`src/rtl/lsu_mem_stage_pkg.sv`:
```
// Shared definitions for the memory-access stage: funct3 codes, FSM states
// and access-size decode helpers used by both the stage and its lane aligner.
package lsu_mem_stage_pkg;

  localparam logic [2:0] F3_LB  = 3'b000;
  localparam logic [2:0] F3_LH  = 3'b001;
  localparam logic [2:0] F3_LW  = 3'b010;
  localparam logic [2:0] F3_LBU = 3'b100;
  localparam logic [2:0] F3_LHU = 3'b101;
  localparam logic [2:0] F3_SB  = 3'b000;
  localparam logic [2:0] F3_SH  = 3'b001;
  localparam logic [2:0] F3_SW  = 3'b010;

  typedef enum logic [1:0] {
    ST_IDLE = 2'd0,
    ST_REQ  = 2'd1,
    ST_WAIT = 2'd2,
    ST_DONE = 2'd3
  } state_t;

  typedef enum logic [1:0] {
    SZ_BYTE = 2'd0,
    SZ_HALF = 2'd1,
    SZ_WORD = 2'd2
  } size_t;

  // Any funct3 that is not a recognised byte/half code falls back to word size.
  function automatic size_t accessSize(input logic isStore, input logic [2:0] f3);
    size_t sz;
    sz = SZ_WORD;
    if (isStore) begin
      if (f3 == F3_SB) sz = SZ_BYTE;
      else if (f3 == F3_SH) sz = SZ_HALF;
    end else begin
      if (f3 == F3_LB || f3 == F3_LBU) sz = SZ_BYTE;
      else if (f3 == F3_LH || f3 == F3_LHU) sz = SZ_HALF;
    end
    return sz;
  endfunction

  function automatic logic isMisaligned(input size_t sz, input logic [1:0] addrLo);
    logic mis;
    mis = 1'b0;
    if (sz == SZ_HALF) mis = addrLo[0];
    else if (sz == SZ_WORD) mis = (addrLo != 2'b00);
    return mis;
  endfunction

endpackage

```
`src/rtl/lsu_lane_align.sv`:
```
// Combinational byte-lane logic: store data replication and strobes, plus
// load byte/half extraction with sign or zero extension.
module lsu_lane_align
  import lsu_mem_stage_pkg::*;
(
  input  logic        i_store,
  input  logic [2:0]  i_funct3,
  input  logic [1:0]  i_addrLo,
  input  logic [31:0] i_storeData,
  input  logic [31:0] i_loadWord,
  output logic [31:0] o_wdata,
  output logic [3:0]  o_wstrb,
  output logic [31:0] o_loadData,
  output logic        o_misalign
);

  size_t       w_size;
  logic [31:0] w_shifted;
  logic        w_unsigned;

  assign w_size     = accessSize(i_store, i_funct3);
  assign w_shifted  = i_loadWord >> {i_addrLo, 3'b000};
  assign w_unsigned = i_funct3[2];
  assign o_misalign = isMisaligned(w_size, i_addrLo);

  // Stores replicate the datum into every lane; the strobe picks the real lane.
  always_comb begin
    o_wdata = 32'd0;
    o_wstrb = 4'b0000;
    if (i_store) begin
      case (w_size)
        SZ_BYTE: begin
          o_wdata = {4{i_storeData[7:0]}};
          o_wstrb = 4'b0001 << i_addrLo;
        end
        SZ_HALF: begin
          o_wdata = {2{i_storeData[15:0]}};
          o_wstrb = 4'b0011 << i_addrLo;
        end
        default: begin
          o_wdata = i_storeData;
          o_wstrb = 4'b1111;
        end
      endcase
    end
  end

  always_comb begin
    o_loadData = i_loadWord;
    case (w_size)
      SZ_BYTE: o_loadData = w_unsigned ? {24'd0, w_shifted[7:0]}
                                       : {{24{w_shifted[7]}}, w_shifted[7:0]};
      SZ_HALF: o_loadData = w_unsigned ? {16'd0, w_shifted[15:0]}
                                       : {{16{w_shifted[15]}}, w_shifted[15:0]};
      default: o_loadData = i_loadWord;
    endcase
  end

endmodule

```
`src/rtl/lsu_mem_stage.sv`:
```
// Memory-access pipeline stage: latches one execute bundle, runs a single
// outstanding data-memory transaction for loads/stores, presents writeback.
module lsu_mem_stage
  import lsu_mem_stage_pkg::*;
#(
  parameter int AW = 32,
  parameter int DW = 32
) (
  input  logic          clk,
  input  logic          rst_n,
  input  logic          in_valid,
  output logic          in_ready,
  input  logic [31:0]   pc,
  input  logic [DW-1:0] ex_result,
  input  logic [DW-1:0] rs2_value,
  input  logic [2:0]    funct3,
  input  logic [4:0]    rd,
  input  logic          r_wen,
  input  logic          mem_wen,
  input  logic          mem_ren,
  output logic          dmem_req_valid,
  input  logic          dmem_req_ready,
  output logic [AW-1:0] dmem_addr,
  output logic          dmem_wen,
  output logic [DW-1:0] dmem_wdata,
  output logic [3:0]    dmem_wstrb,
  input  logic          dmem_resp_valid,
  input  logic [DW-1:0] dmem_rdata,
  output logic          out_valid,
  input  logic          out_ready,
  output logic [31:0]   out_pc,
  output logic [4:0]    out_rd,
  output logic          out_r_wen,
  output logic [DW-1:0] out_wb_data,
  output logic          misalign
);

  state_t r_state, w_nextState, w_bundleState;

  logic [31:0]   r_pc;
  logic [4:0]    r_rd;
  logic          r_rwen;
  logic [DW-1:0] r_wbData;
  logic [AW-1:0] r_addr;
  logic [DW-1:0] r_wdata;
  logic [3:0]    r_wstrb;
  logic          r_dmemWen;
  logic          r_isStore;
  logic [2:0]    r_funct3;
  logic [1:0]    r_addrLo;
  logic          r_misalign;

  logic          w_accept;
  logic          w_isStore;
  logic          w_isMem;
  logic          w_misalign;
  logic          w_laneStore;
  logic [2:0]    w_laneFunct3;
  logic [1:0]    w_laneAddrLo;
  logic [31:0]   w_laneWdata;
  logic [3:0]    w_laneWstrb;
  logic [31:0]   w_loadData;
  logic          w_laneMis;

  assign w_isStore  = mem_wen;
  assign w_isMem    = mem_wen | mem_ren;
  assign w_misalign = w_isMem & w_laneMis;

  // One aligner serves both directions: it decodes the incoming bundle except
  // while waiting for read data, when it extracts from the returned word.
  assign w_laneStore  = (r_state == ST_WAIT) ? r_isStore : w_isStore;
  assign w_laneFunct3 = (r_state == ST_WAIT) ? r_funct3  : funct3;
  assign w_laneAddrLo = (r_state == ST_WAIT) ? r_addrLo  : ex_result[1:0];

  lsu_lane_align u_laneAlign (
    .i_store     (w_laneStore),
    .i_funct3    (w_laneFunct3),
    .i_addrLo    (w_laneAddrLo),
    .i_storeData (rs2_value),
    .i_loadWord  (dmem_rdata),
    .o_wdata     (w_laneWdata),
    .o_wstrb     (w_laneWstrb),
    .o_loadData  (w_loadData),
    .o_misalign  (w_laneMis)
  );

  assign in_ready = (r_state == ST_IDLE) || ((r_state == ST_DONE) && out_ready);
  assign w_accept = in_valid && in_ready;
  assign w_bundleState = (w_isMem && !w_misalign) ? ST_REQ : ST_DONE;

  always_ff @(posedge clk) begin
    if (!rst_n) r_state <= ST_IDLE;
    else        r_state <= w_nextState;
  end

  always_comb begin
    w_nextState = r_state;
    case (r_state)
      ST_IDLE: if (w_accept) w_nextState = w_bundleState;
      ST_REQ:  if (dmem_req_ready) w_nextState = ST_WAIT;
      ST_WAIT: if (dmem_resp_valid) w_nextState = ST_DONE;
      ST_DONE: if (out_ready) w_nextState = w_accept ? w_bundleState : ST_IDLE;
      default: w_nextState = ST_IDLE;
    endcase
  end

  // Register write is suppressed for stores, faulting accesses and x0.
  always_ff @(posedge clk) begin
    if (!rst_n) begin
      r_pc       <= '0;
      r_rd       <= '0;
      r_rwen     <= 1'b0;
      r_wbData   <= '0;
      r_addr     <= '0;
      r_wdata    <= '0;
      r_wstrb    <= '0;
      r_dmemWen  <= 1'b0;
      r_isStore  <= 1'b0;
      r_funct3   <= '0;
      r_addrLo   <= '0;
      r_misalign <= 1'b0;
    end else if (w_accept) begin
      r_pc       <= pc;
      r_rd       <= rd;
      r_rwen     <= r_wen && (rd != 5'd0) && !w_isStore && !w_misalign;
      r_wbData   <= ex_result;
      r_addr     <= {ex_result[AW-1:2], 2'b00};
      r_wdata    <= w_isStore ? w_laneWdata : '0;
      r_wstrb    <= (w_isMem && !w_misalign) ? w_laneWstrb : 4'b0000;
      r_dmemWen  <= w_isStore;
      r_isStore  <= w_isStore;
      r_funct3   <= funct3;
      r_addrLo   <= ex_result[1:0];
      r_misalign <= w_misalign;
    end else if ((r_state == ST_WAIT) && dmem_resp_valid && !r_isStore) begin
      r_wbData   <= w_loadData;
    end
  end

  assign dmem_req_valid = (r_state == ST_REQ);
  assign dmem_addr      = r_addr;
  assign dmem_wen       = r_dmemWen;
  assign dmem_wdata     = r_wdata;
  assign dmem_wstrb     = r_wstrb;
  assign out_valid      = (r_state == ST_DONE);
  assign out_pc         = r_pc;
  assign out_rd         = r_rd;
  assign out_r_wen      = r_rwen;
  assign out_wb_data    = r_wbData;
  assign misalign       = out_valid && r_misalign;

endmodule

```
`config.mk`:
```
export PLATFORM = sky130hd
export DESIGN_NAME = lsu_mem_stage
export DESIGN_NICKNAME = d
export VERILOG_FILES = /design/src/rtl/lsu_mem_stage_pkg.sv /design/src/rtl/lsu_lane_align.sv /design/src/rtl/lsu_mem_stage.sv
export SDC_FILE = /design/constraint.sdc
export NUM_CORES = 1
export LEC_CHECK = 0
export BUFFER_PORTS_ARGS = -buffer_cell sky130_fd_sc_hd__buf_2
export CORE_AREA = 2 2 126 128
export CTS_CLUSTER_SIZE = 28
export DETAILED_ROUTE_END_ITERATION = 7
export DIE_AREA = 0 0 128 130
export PLACE_DENSITY = 0.85
export SKIP_LAST_GASP = 1
export SLEW_MARGIN = 25
export SYNTH_ARGS = -nofsm -noshare
export SYNTH_HDL_FRONTEND = slang
export SYNTH_SLANG_ARGS = --single-unit
```
`constraint.sdc`:
```
create_clock -name clk -period 2.1 [get_ports clk]
set_input_delay 0 -clock clk [delete_from_list [all_inputs] [get_ports clk]]
set_output_delay 0 -clock clk [all_outputs]
set_load 0.05 [all_outputs]
```
==> key figures <==
Run status
  • Status: complete, but fails checks
  • Failing checks: setup timing

STA
  • Clock period minus worst slack: between 2 and 2.5 ns
  • Setup Viol. Count Final: 4
  • RSZ-0062 raised after global routing: yes
  • Slew Viols, Final: 0
  • Worst slew margin: between 50% and 60%
  • F_max: approximately 0.47 GHz
  • Setup ws final: -0.0374 ns
  • Worst-margin pin slew: 0.655 ns
  • Final Hold Viols: 0
  • Worst-case clock skew: roughly 0.009 ns
  • Period Utilization, post-route: 102%

Die
  • FP Rows: 46
  • Core area: about 15000 sq um
  • Die width: around 130 um
  • Die Y: 130 um
  • Full die area: approximately 17000 sq um
  • Starting Density: between 40% and 50%
  • Io pins: approximately 290

Power and ir drop
  • Comb pwr share: around 34%
  • Clock power frac: roughly 34%
  • Standby leakage power: between 0.004 and 0.005 uW
  • Design internal power: about 6300 uW
  • Peak supply drop: 0.592 mV
  • Total power: between 9000 and 10000 uW
  • Sw Share: 36.1%
  • Switching power total: 3530 uW
  • Seq pwr share: between 30% and 40%
  • Total power divided by cell area: around 940 nW/um^2

Synthesis
  • Yosys top cell area share: 45.3%
  • Most frequent cell after synthesis: nand2_1
  • Synth Area per Inst: 8.18 sq um
  • Area contributors post-synth: dfxtp_1 45%, nand2_1 12%, a21oi_1 9.2%
  • Synth Flop Type: dfxtp_1
  • Ys async rst share: 0%
  • Yosys reg bits: roughly 150
  • Top post-synthesis cells by count: 208 x nand2_1, 145 x dfxtp_1, 118 x a21oi_1, 46 x clkbuf_1, 42 x o21ai_0
  • EDFF count, synth: 0
  • Sequential area share after synthesis: between 40% and 50%
  • Area leader, netlist: dfxtp_1
  • Netlist cell types: 53
  • Synth warn: 0
  • Post-synthesis cell area: around 6400 sq um
  • Synth Instances: 784

Critical path
  • CP Class: flop to flop
  • Crit path capture type: flop
  • Arrival time worst endpoint: about 2.4 ns
  • Max incr delay on CP: 0.39 ns
  • CP max FO: 11
  • Worst path slowest cell: mux2_2
  • Crit path launch type: flop
  • CP Data Required Time: ~2.4 ns
  • Sequence of cells on the critical path: nand2b_4 -> buf_12 -> mux2i_4 -> and2_4 -> buf_4 -> mux2_2 -> a22oi_2 -> nor2_1

Global routing
  • Grt peak-use layer: met2
  • GRT Residual Overflow: 0
  • Met2 Usage GRT: about half
  • GRT Overall Usage: between 30% and 40%
  • First-pass GRT wire length: 39.0 mm
  • Largest net degree at the start of global routing: 61
  • Initial antenna violation count: 0
  • Met1 global-route usage: 36.3%
  • Routing usage on met3: 7.91%
  • Vias in the first global route: ~7600

Clock network
  • H-tree depth: 4
  • CTS buffer count: 17
  • Skew-Pair Late Insertion Delay: roughly 0.42 ns
  • Number of clock sinks: 145
  • CTS Buffer Depth: 2
  • Root Buffer: clkbuf_16
  • Clk slew on worst S/H paths: about 0.06 ns
  • CTS tree: yes

Final layout
  • Final Non-Filler Cells: approximately 1400
  • Final Core Density: around 68%
  • Filler cells: 1172
  • P&R area growth vs syn: 62.6%
  • Share of cells above drive strength 1: 33.8%
  • FF/Latch Area: between 2000 and 3000 sq um
  • Multi-input gate area: between 3000 and 4000 sq um
  • Final nets: ~1300

Placement
  • Place WS: -0.291 ns
  • Placed Instances: approximately 1200
  • Final Wtd Congestion: 0.900
  • Placed wire-length estimate: roughly 16 mm
  • IO buf count: 285

Drt
  • WL final: 26.4 mm
  • DR DRC count: 0
  • Drt first pass iters: 8
  • Vias post-DR: slightly below 8000
  • DRT antenna net count: 0
  • Detailed-route vias per instance: approximately 5.5
  • DR iter-0 viols: between 700 and 800
  • WL/cell: approximately 19 um

Job
  • Max-Cap Viols: 0

Worst hold path
  • Hold WC Path Type: input pin to flop
==> metrics by stage <==
stage                     setup TNS, ns  hold slack, ns  instance area [sq um]
after floorplan                       0           0.136                   6430
after global placement            -3.08           0.241                   8250
after detailed placement          -4.54           0.246                   8250
after CTS                        -0.108          0.0142                  10300
after global routing              -1.08          0.0436                  10400
final                           -0.0983          0.0342                  10400
==> area by class of cell <==
class,instances,area share (%)
Tap cell,192,2.30
Clock buffer,21,4.61
Multi-Input combinational cell,570,32.4
Antenna cell,1,0.0240
Timing Repair Buffer,463,30.8
Sequential cell,145,27.9
Inverter,7,0.276
Clock inverter,11,1.69
==> logic make-up after synthesis <==
kind of cell	after synthesis	synth area share, %
AOI/OAI and AO/OA	263	25.8
and+or+nand+nor	261	16.5
DFF	145	45.3
buffers and inverters	70	4.88
muxes	41	7.04
xor gates and xnor gates	3	0.410
other	1	0.0585
==> sequential cells by signal, indices dropped and copies added, names as in the netlist <==
name,flops
r_addrLo,2
out_pc,32
dmem_wdata,32
dmem_wstrb,4
out_wb_data,32
out_r_wen,1
r_isStore,1
r_state,2
dmem_addr,30
out_rd,5
r_funct3,3
r_misalign,1
==> cell usage in the layout (no fill, tap or decap), drive strengths merged, types with 3 or more instances in the layout <==
master and count:
o2bb2ai 7, a211o 3, xnor2 3, dlygate4sd3 127
bufinv 4, buf 336, o211ai 10, clkinvlp 4
a21boi 16, a22oi 7, dfxtp 145, a31oi 3
a211oi 22, nor3 7, a21oi 118, o21ai 44
a222oi 7, mux2i 30, inv 8, nor2 22
nand2 208, clkbuf 21, nand3 11, mux2 11
a221oi 16, and2 4
==> worst paths after layout <==
| kind | start | to | slack [ns] | depth (start not counted) |
|---|---|---|---|---|
| min reg2reg | dmem_addr[25] | dmem_addr[25] | 0.45 | 2 |
| min | dmem_rdata[6] | out_wb_data[6] | 0.03 | 3 |
| max reg2reg | r_state[0] | dmem_wdata[17] | -0.04 | 8 |
| max | r_state[0] | dmem_wdata[17] | -0.04 | 8 |
==> routing by layer <==
layer	vias to the layer above	wire, um
met5	-	0
met4	0	1420
met3	138	2280
met2	496	12300
met1	3571	10400
li1	3618	-
==> power by group through the flow <==
stage                     sequential, uW  combinational (uW)  clock (uW)
after floorplan                     4040                1150           0
after global placement              3200                2850           0
final                               3160                3290        3350
after CTS                           3150                3130        3380
after global routing                3180                3470        3480
after detailed placement            3200                2880           0
==> repair_timing <==
action / CTS / global route
hold buffers: 127 / 0
endpoints found under the hold margin: 139 / 0
pin swaps: 3 / 12
setup endpoints to repair: 29 / 43
resized for setup: 10 / 29
setup buffers: 6 / 4
==> worst max-delay path: cells and delay by family, from the launching register on <==
kind,cells,cell delay (ns)
buffers and inverters,2,0.35
multiplexers,2,0.62
AO/OA/AOI/OAI,1,0.21
flip-flops,1,0.32
AND/OR/NAND/NOR,3,0.50
Note: power is estimated with default switching activity, not from simulation.
